File: src/rtl/axil_pkg.sv
// Shared AXI4-Lite definitions: read response codes and the read-channel FSM state.
package axil_pkg;

    localparam logic [1:0] RESP_OKAY   = 2'b00;
    localparam logic [1:0] RESP_SLVERR = 2'b10;

    typedef enum logic {
        RD_IDLE = 1'b0,
        RD_RESP = 1'b1
    } rd_state_e;

endpackage : axil_pkg

File: src/rtl/axil_reg_bank.sv
// Register bank: NUM_REGS x DATA_W flops with a local write port and a combinational read port.
module axil_reg_bank #(
    parameter int DATA_W   = 32,
    parameter int NUM_REGS = 16
) (
    input  logic                        clk_i,
    input  logic                        rst_i,
    input  logic                        wr_en_i,
    input  logic [$clog2(NUM_REGS)-1:0] wr_idx_i,
    input  logic [DATA_W-1:0]           wr_data_i,
    input  logic [$clog2(NUM_REGS)-1:0] rd_idx_i,
    output logic [DATA_W-1:0]           rd_data_o
);

    logic [DATA_W-1:0] regs_q [NUM_REGS];

    always_ff @(posedge clk_i) begin
        if (rst_i) begin
            for (int i = 0; i < NUM_REGS; i++) begin
                regs_q[i] <= '0;
            end
        end else if (wr_en_i) begin
            regs_q[wr_idx_i] <= wr_data_i;
        end
    end

    // Read sees the pre-edge contents, so a same-edge write is not visible to a captured read.
    assign rd_data_o = regs_q[rd_idx_i];

endmodule : axil_reg_bank

File: src/rtl/axil_read_slave_regfile.sv
// AXI4-Lite read slave backed by a local register bank.
// Optional AXIL_RD_ADDR_CHECK_EN: misaligned or out-of-range reads return SLVERR with zero data.
module axil_read_slave_regfile
    import axil_pkg::*;
#(
    parameter int DATA_W   = 32,
    parameter int ADDR_W   = 32,
    parameter int NUM_REGS = 16
) (
    input  logic                        ACLK,
    input  logic                        rst,
    input  logic                        ARVALID,
    output logic                        ARREADY,
    input  logic [ADDR_W-1:0]           ARADDR,
    input  logic [2:0]                  ARPROT,
    output logic                        RVALID,
    input  logic                        RREADY,
    output logic [DATA_W-1:0]           RDATA,
    output logic [1:0]                  RRESP,
    input  logic                        reg_wr_en,
    input  logic [$clog2(NUM_REGS)-1:0] reg_wr_idx,
    input  logic [DATA_W-1:0]           reg_wr_data
);

    localparam int IDX_W = $clog2(NUM_REGS);

    // Handshakes: a transfer happens on a rising edge where valid and ready are both high.
    // ARREADY and RVALID are pure flops; RDATA/RRESP hold while RVALID is high and RREADY low.

    rd_state_e         state_q;
    logic              arready_q;
    logic              rvalid_q;
    logic [DATA_W-1:0] rdata_q;
    logic [1:0]        rresp_q;

    logic [IDX_W-1:0]  rd_idx;
    logic [DATA_W-1:0] bank_rdata;
    logic [DATA_W-1:0] rdata_d;
    logic [1:0]        rresp_d;
    logic              unused_bits;

    assign rd_idx = ARADDR[2 +: IDX_W];

    axil_reg_bank #(
        .DATA_W   (DATA_W),
        .NUM_REGS (NUM_REGS)
    ) u_bank (
        .clk_i     (ACLK),
        .rst_i     (rst),
        .wr_en_i   (reg_wr_en),
        .wr_idx_i  (reg_wr_idx),
        .wr_data_i (reg_wr_data),
        .rd_idx_i  (rd_idx),
        .rd_data_o (bank_rdata)
    );

`ifdef AXIL_RD_ADDR_CHECK_EN
    logic addr_err;
    assign addr_err    = (ARADDR[1:0] != 2'b00) || (|ARADDR[ADDR_W-1:IDX_W+2]);
    assign rdata_d     = addr_err ? '0 : bank_rdata;
    assign rresp_d     = addr_err ? RESP_SLVERR : RESP_OKAY;
    assign unused_bits = ^ARPROT;
`else
    // Address wraps modulo the bank size; byte lanes and upper bits are dropped.
    assign rdata_d     = bank_rdata;
    assign rresp_d     = RESP_OKAY;
    assign unused_bits = ^{ARPROT, ARADDR[1:0], ARADDR[ADDR_W-1:IDX_W+2]};
`endif

    always_ff @(posedge ACLK) begin
        if (rst) begin
            state_q   <= RD_IDLE;
            arready_q <= 1'b0;
            rvalid_q  <= 1'b0;
            rdata_q   <= '0;
            rresp_q   <= RESP_OKAY;
        end else begin
            case (state_q)
                RD_IDLE: begin
                    if (ARVALID && arready_q) begin
                        state_q   <= RD_RESP;
                        arready_q <= 1'b0;
                        rvalid_q  <= 1'b1;
                        rdata_q   <= rdata_d;
                        rresp_q   <= rresp_d;
                    end else begin
                        arready_q <= 1'b1;
                    end
                end
                RD_RESP: begin
                    if (RREADY) begin
                        state_q   <= RD_IDLE;
                        arready_q <= 1'b1;
                        rvalid_q  <= 1'b0;
                    end
                end
                default: begin
                    state_q   <= RD_IDLE;
                    arready_q <= 1'b0;
                    rvalid_q  <= 1'b0;
                end
            endcase
        end
    end

    assign ARREADY = arready_q;
    assign RVALID  = rvalid_q;
    assign RDATA   = rdata_q;
    assign RRESP   = rresp_q;

endmodule : axil_read_slave_regfile
File: config.mk
export PLATFORM = sky130hd
export DESIGN_NAME = axil_read_slave_regfile
export DESIGN_NICKNAME = d
export VERILOG_FILES = /design/src/rtl/axil_pkg.sv /design/src/rtl/axil_reg_bank.sv /design/src/rtl/axil_read_slave_regfile.sv
export SDC_FILE = /design/constraint.sdc
export NUM_CORES = 1
export LEC_CHECK = 0
export ABC_AREA = 1
export CAP_MARGIN = 20
export CORE_ASPECT_RATIO = 0.6
export CORE_UTILIZATION = 50
export DETAILED_ROUTE_END_ITERATION = 8
export PLACE_DENSITY = 0.66
export SETUP_SLACK_MARGIN = 0.2
export SLEW_MARGIN = 5
export SYNTH_ARGS = -nofsm -noshare
export SYNTH_HDL_FRONTEND = slang
export SYNTH_SLANG_ARGS = --single-unit
File: constraint.sdc
create_clock -name ACLK -period 3.17 [get_ports ACLK]
set_input_delay 0.7925 -clock ACLK [delete_from_list [all_inputs] [get_ports ACLK]]
set_output_delay 0.7925 -clock ACLK [all_outputs]
set_load 0.02 [all_outputs]
; ---- Word-level counts from Yosys, hierarchy flattened
; Memory sizes are Yosys's and may differ from the RTL's. A register that Yosys moved wholly into a read port is not among the register bits.
; Index checks and enable logic that the tools add are counted.
[totals]
output_inout_bits = 36
mem_bits_rw = 512
elab_cells = 28
mem_count = 1
register_bits = 3
inputBits = 76
[op_classes]
mux = 17
n_bitwise = 1
n_reduce_logical = 4
eq_ne = 2
[memory_table]
columns = memory, words, word_bits, read_ports, rd_ports_with_merged_regs, write_ports, line
row1 = u_bank.regs_q, 16, 32, 1, 1, 16, axil_reg_bank.sv:15  ; logic [DATA_W-1:0] regs_q [NUM_REGS];
[op_table]
columns = operator, count
row1 = 2-to-1 mux 32 bit, 1
row2 = OR reduction 32 bit, 1
row3 = 2-to-1 mux 1 bit, 12
row4 = one-hot mux 1 bit (2 select lines), 3
row5 = 2-to-1 mux 4 bit, 1
row6 = "inequality test 2 bit, second input constant", 2
row7 = AND reduction 2 bit, 2
row8 = logical AND 1 bit, 1
row9 = NOT 1 bit, 1

; ---- Logic depth before layout (Yosys ltp)
[logic_depth]
ltp_word = 5
ltp_mapped = 12
ltp_nobuf = 9

; ---- Hierarchy
; A second synthesis with hierarchy kept.
[unflattened]
cells_unflattened = 2953
area_unflattened_um2 = 25757.2
[by_module_without_submodules]
columns = mod, instances, area_per_inst_um2, seq_area_each_um2, cells_each
row1 = axil_reg_bank, 1, 24299.6, 15374.7, 2733
row2 = axil_read_slave_regfile, 1, 1457.6, 700.7, 220

; ---- Worst setup path before layout
; Ideal clock, no wire load.
[synth_path]
kind = input port to flip-flop
from = in rst
to = mem u_bank.regs_q[15][0] (enable)
t_required_ns = 2.781
arrival_time_ns = 2.432
n_path_buf = 2
path_stages = 7
slack_ns = 0.348
path_cell_list = buf_6 inv_6 nand2_4 nor3b_4 nand2_4 buf_6 nand2_1
[synth_lines]
columns = item, line
row1 = "start, declared", axil_read_slave_regfile.sv:11  ; input logic rst,
row2 = "end, declared", axil_reg_bank.sv:15

; ---- Worst setup path after layout
[layout_path]
from = reg rdata_q[25], in the netlist RDATA[25], read port of u_bank.regs_q
to = out RDATA[25]
[layout_lines]
columns = item, line
row1 = "start, declared", axil_read_slave_regfile.sv:33  ; logic [DATA_W-1:0] rdata_q;
row2 = "end, declared", axil_read_slave_regfile.sv:18  ; output logic [DATA_W-1:0] RDATA,
; No word-level cell between the ends.

==> impl_metrics.ini <==
[drt]
vias_per_cell = 5.29
dr_total_vias = 18900
routed_wl_mm = 67.3
drcViolationCount = 0
initialDrtViolationCount = 2095
drt_first_pass_iters = 5
routed_antenna_nets = 0
post_detailed_route_wirelength_per_cell_um = 18.8

[logic_synthesis]
synth_top_cell_area_share_pct = 60.4
yosys-top-cells-area = sky130_fd_sc_hd__edfxtp_1, sky130_fd_sc_hd__nand2_1, sky130_fd_sc_hd__nor2_1, sky130_fd_sc_hd__nand3_1, sky130_fd_sc_hd__inv_1
yosysMostFrequentCell = sky130_fd_sc_hd__nand2_1
synth_async_sr_flop_share_pct = 0
synth_largest_area_cell = sky130_fd_sc_hd__edfxtp_1
post_synth_top_cells = sky130_fd_sc_hd__nand2_1, sky130_fd_sc_hd__nor2_1, sky130_fd_sc_hd__edfxtp_1
synth-edff-count = 512
synth-seq-cells = 547
synthesis.area_um2 = 25500
flip_flop_cell_with_the_highest_count_after_synthesis = sky130_fd_sc_hd__edfxtp_1
synth_seq_area_share_pct = 63.1
yosys_warnings = 0
synthCells = 2857
syn_area_per_cell_um2 = 8.92
post_synth_num_cell_types = 20

[power]
power_per_cell_area_nw_per_um2 = 559
seqPwrFrac_pct = 52.7
comb_power_share_pct = 9.8
p_int_mw = 12.1
clkPwrFrac_pct = 37.6
total_power_mw = 16.0
p_sw_mw = 3.88
switching_share_pct = 24.3
power.ir.vdd_worst_mv = 0.412
power.static_leakage_nw = 12.6

[critical_path]
r2r_slack_ps = 1640
crit_slowest_cell = sky130_fd_sc_hd__clkdlybuf4s50_1
critical_path.endpoint_type = output pin
critical-path-max-stage-delay_ps = 640
path_delay_family = buffers and inverters
critPathMaxFanout = 2
worstPathRequired_ps = 2380
worst_ep_arrival_time_ps = 1640
critPathLaunch = RDATA[25]
crit_path_cell_trace = clkdlybuf4s50_1
worst_setup_path_start_kind = flop
critical_path_class = flop to output pin
reg2reg_from = ARREADY
cp.buffers_inverters = 1

[sta]
setup_ws_ps = 738
report.final.setup_viol = 0
fin_max_slew_vios = 0
post-route-period-util_pct = 76.7
post-route-min-period_ps = 2430
clock-skew-final_ps = 22.0
worst_slew_pin_slew_ps = 987
grt_setup_unrepaired = false
max-slew-margin-rel_pct = 34.2
final_hold_viol_count = 0
timing.fmax_ghz = 0.411
fin_setup_tns_ps = 0

[finish]
sequential_cell_area_um2 = 16100
stdcell_area_um2 = 28600
utilization_pct = 57.4
final.fill_count = 4382
multiInputGateArea_um2 = 7280
n_antenna_cell = 0
drive_gt1_share_pct = 6.25
syn2layout_area_growth_pct = 12.3
nNetsFinal = 2930

[placed_design]
dp.final_hpwl_mm = 38.3
placed_cell_area_um2 = 27000
gp_congestion = 0.831
dp_worst_slack_ps = 427
port-buffer-count = 78

[clocking]
cts_sinks = 547
htree_levels = 2
post_cts.repair.setup_buffers = 0
cts_root_cell = sky130_fd_sc_hd__clkbuf_16
worst_setup_hold_path_clk_slew_ps = 70
cts-buffers-inserted = 51
max-clock-path-buffers = 3
cts.repair.resized = 0
postCtsHoldBufs = 0
clkLatencyLatePin_ps = 580
cts_tree = done

[global_routing]
globalRouteTotalUtil_pct = 26.4
gr-total-overflow = 0
grt_pass1_wl_mm = 105
grt_antenna_before_repair = 0
grt_max_degree = 129
grt_pass1_vias = 18200

[min_path]
hp-class = flop to flop
min_from = RVALID

[die]
boundaryPins = 112
row_count = 63
chipWidth_um = 293
coreArea_um2 = 49800
start_util_pct = 51.1
die_y_um = 177
fp.dieArea_um2 = 51900

[run_status]
result_of_the_run = finished, final reports clean

[job]
max_cap_violations = 0
## final timing paths
kind                    end  cells after the start
setup reg to reg  RDATA[30]                      6
hold reg to reg      RVALID                      2
setup / recovery  RDATA[25]                      1
hold / removal       RVALID                      2
## layout by cell type (no fill, tap or decap)
| cell type | n |
|---|---|
| sky130_fd_sc_hd__a211oi_1 | 1 |
| sky130_fd_sc_hd__a21oi_1 | 2 |
| sky130_fd_sc_hd__buf_12 | 24 |
| sky130_fd_sc_hd__buf_2 | 3 |
| sky130_fd_sc_hd__buf_4 | 41 |
| sky130_fd_sc_hd__bufinv_16 | 3 |
| sky130_fd_sc_hd__clkbuf_1 | 20 |
| sky130_fd_sc_hd__clkbuf_16 | 51 |
| sky130_fd_sc_hd__clkbuf_8 | 6 |
| sky130_fd_sc_hd__clkdlybuf4s50_1 | 73 |
| sky130_fd_sc_hd__clkinv_1 | 7 |
| sky130_fd_sc_hd__clkinv_2 | 6 |
| sky130_fd_sc_hd__clkinv_4 | 1 |
| sky130_fd_sc_hd__conb_1 | 2 |
| sky130_fd_sc_hd__dfxtp_1 | 35 |
| sky130_fd_sc_hd__edfxtp_1 | 512 |
| sky130_fd_sc_hd__inv_1 | 327 |
| sky130_fd_sc_hd__inv_2 | 2 |
| sky130_fd_sc_hd__inv_4 | 1 |
| sky130_fd_sc_hd__inv_6 | 3 |
| sky130_fd_sc_hd__nand2_1 | 809 |
| sky130_fd_sc_hd__nand2_2 | 23 |
| sky130_fd_sc_hd__nand2_4 | 5 |
| sky130_fd_sc_hd__nand3_1 | 354 |
| sky130_fd_sc_hd__nor2_1 | 572 |
| sky130_fd_sc_hd__nor2_2 | 9 |
| sky130_fd_sc_hd__nor3_2 | 2 |
| sky130_fd_sc_hd__nor3b_4 | 1 |
## state kept, by name (all words and copies together) (netlist names)
name	flops
u_bank.regs_q	512
RVALID	1
state_q	1
ARREADY	1
RDATA	32
## through the flow
step	hold slack (ps)	instances
finish	497	3577
CTS	488	3577
global placement	471	3483
detailed placement	480	3483
floorplan	459	2858
global route	534	3577
## kinds of logic after synthesis
family,after synthesis,synth area share (%)
buffers and inverters,531,8.57
AO/OA/AOI/OAI,3,0.0688
flip-flops,547,63.1
other,1,0.0147
AND/OR/NAND/NOR,1775,28.2
## metal layers
layer | global-route usage, % | wire, um | vias up
met3 | 3.60 | 5170 | 105
met2 | 42.8 | 31400 | 785
met4 | 7.90 | 1670 | 0
met5 | 0 | 0 | -
li1 | - | - | 8978
met1 | 37.3 | 29100 | 9054
## power by group through the flow
| stage | Combinational (mW) | Sequential [mW] | Clock (mW) |
|---|---|---|---|
| 2_1_floorplan | 0.927 | 8.59 | 0 |
| 3_3_place_gp | 1.54 | 8.56 | 0 |
| 3_5_place_dp | 1.56 | 8.58 | 0 |
| 4_1_cts | 1.56 | 8.42 | 6.06 |
| 5_1_grt | 1.73 | 8.46 | 6.35 |
| 6_report | 1.56 | 8.42 | 6.01 |
## final cells by class
type	count	share of cell area (%)
sequential	547	56.2
multi-input combinational	1780	25.4
timing repair buffer	142	5.41
clock buffer	76	4.97
inverter	332	4.40
tap	682	2.98
clock inverter	18	0.573
(Power assumes the default switching activity.)
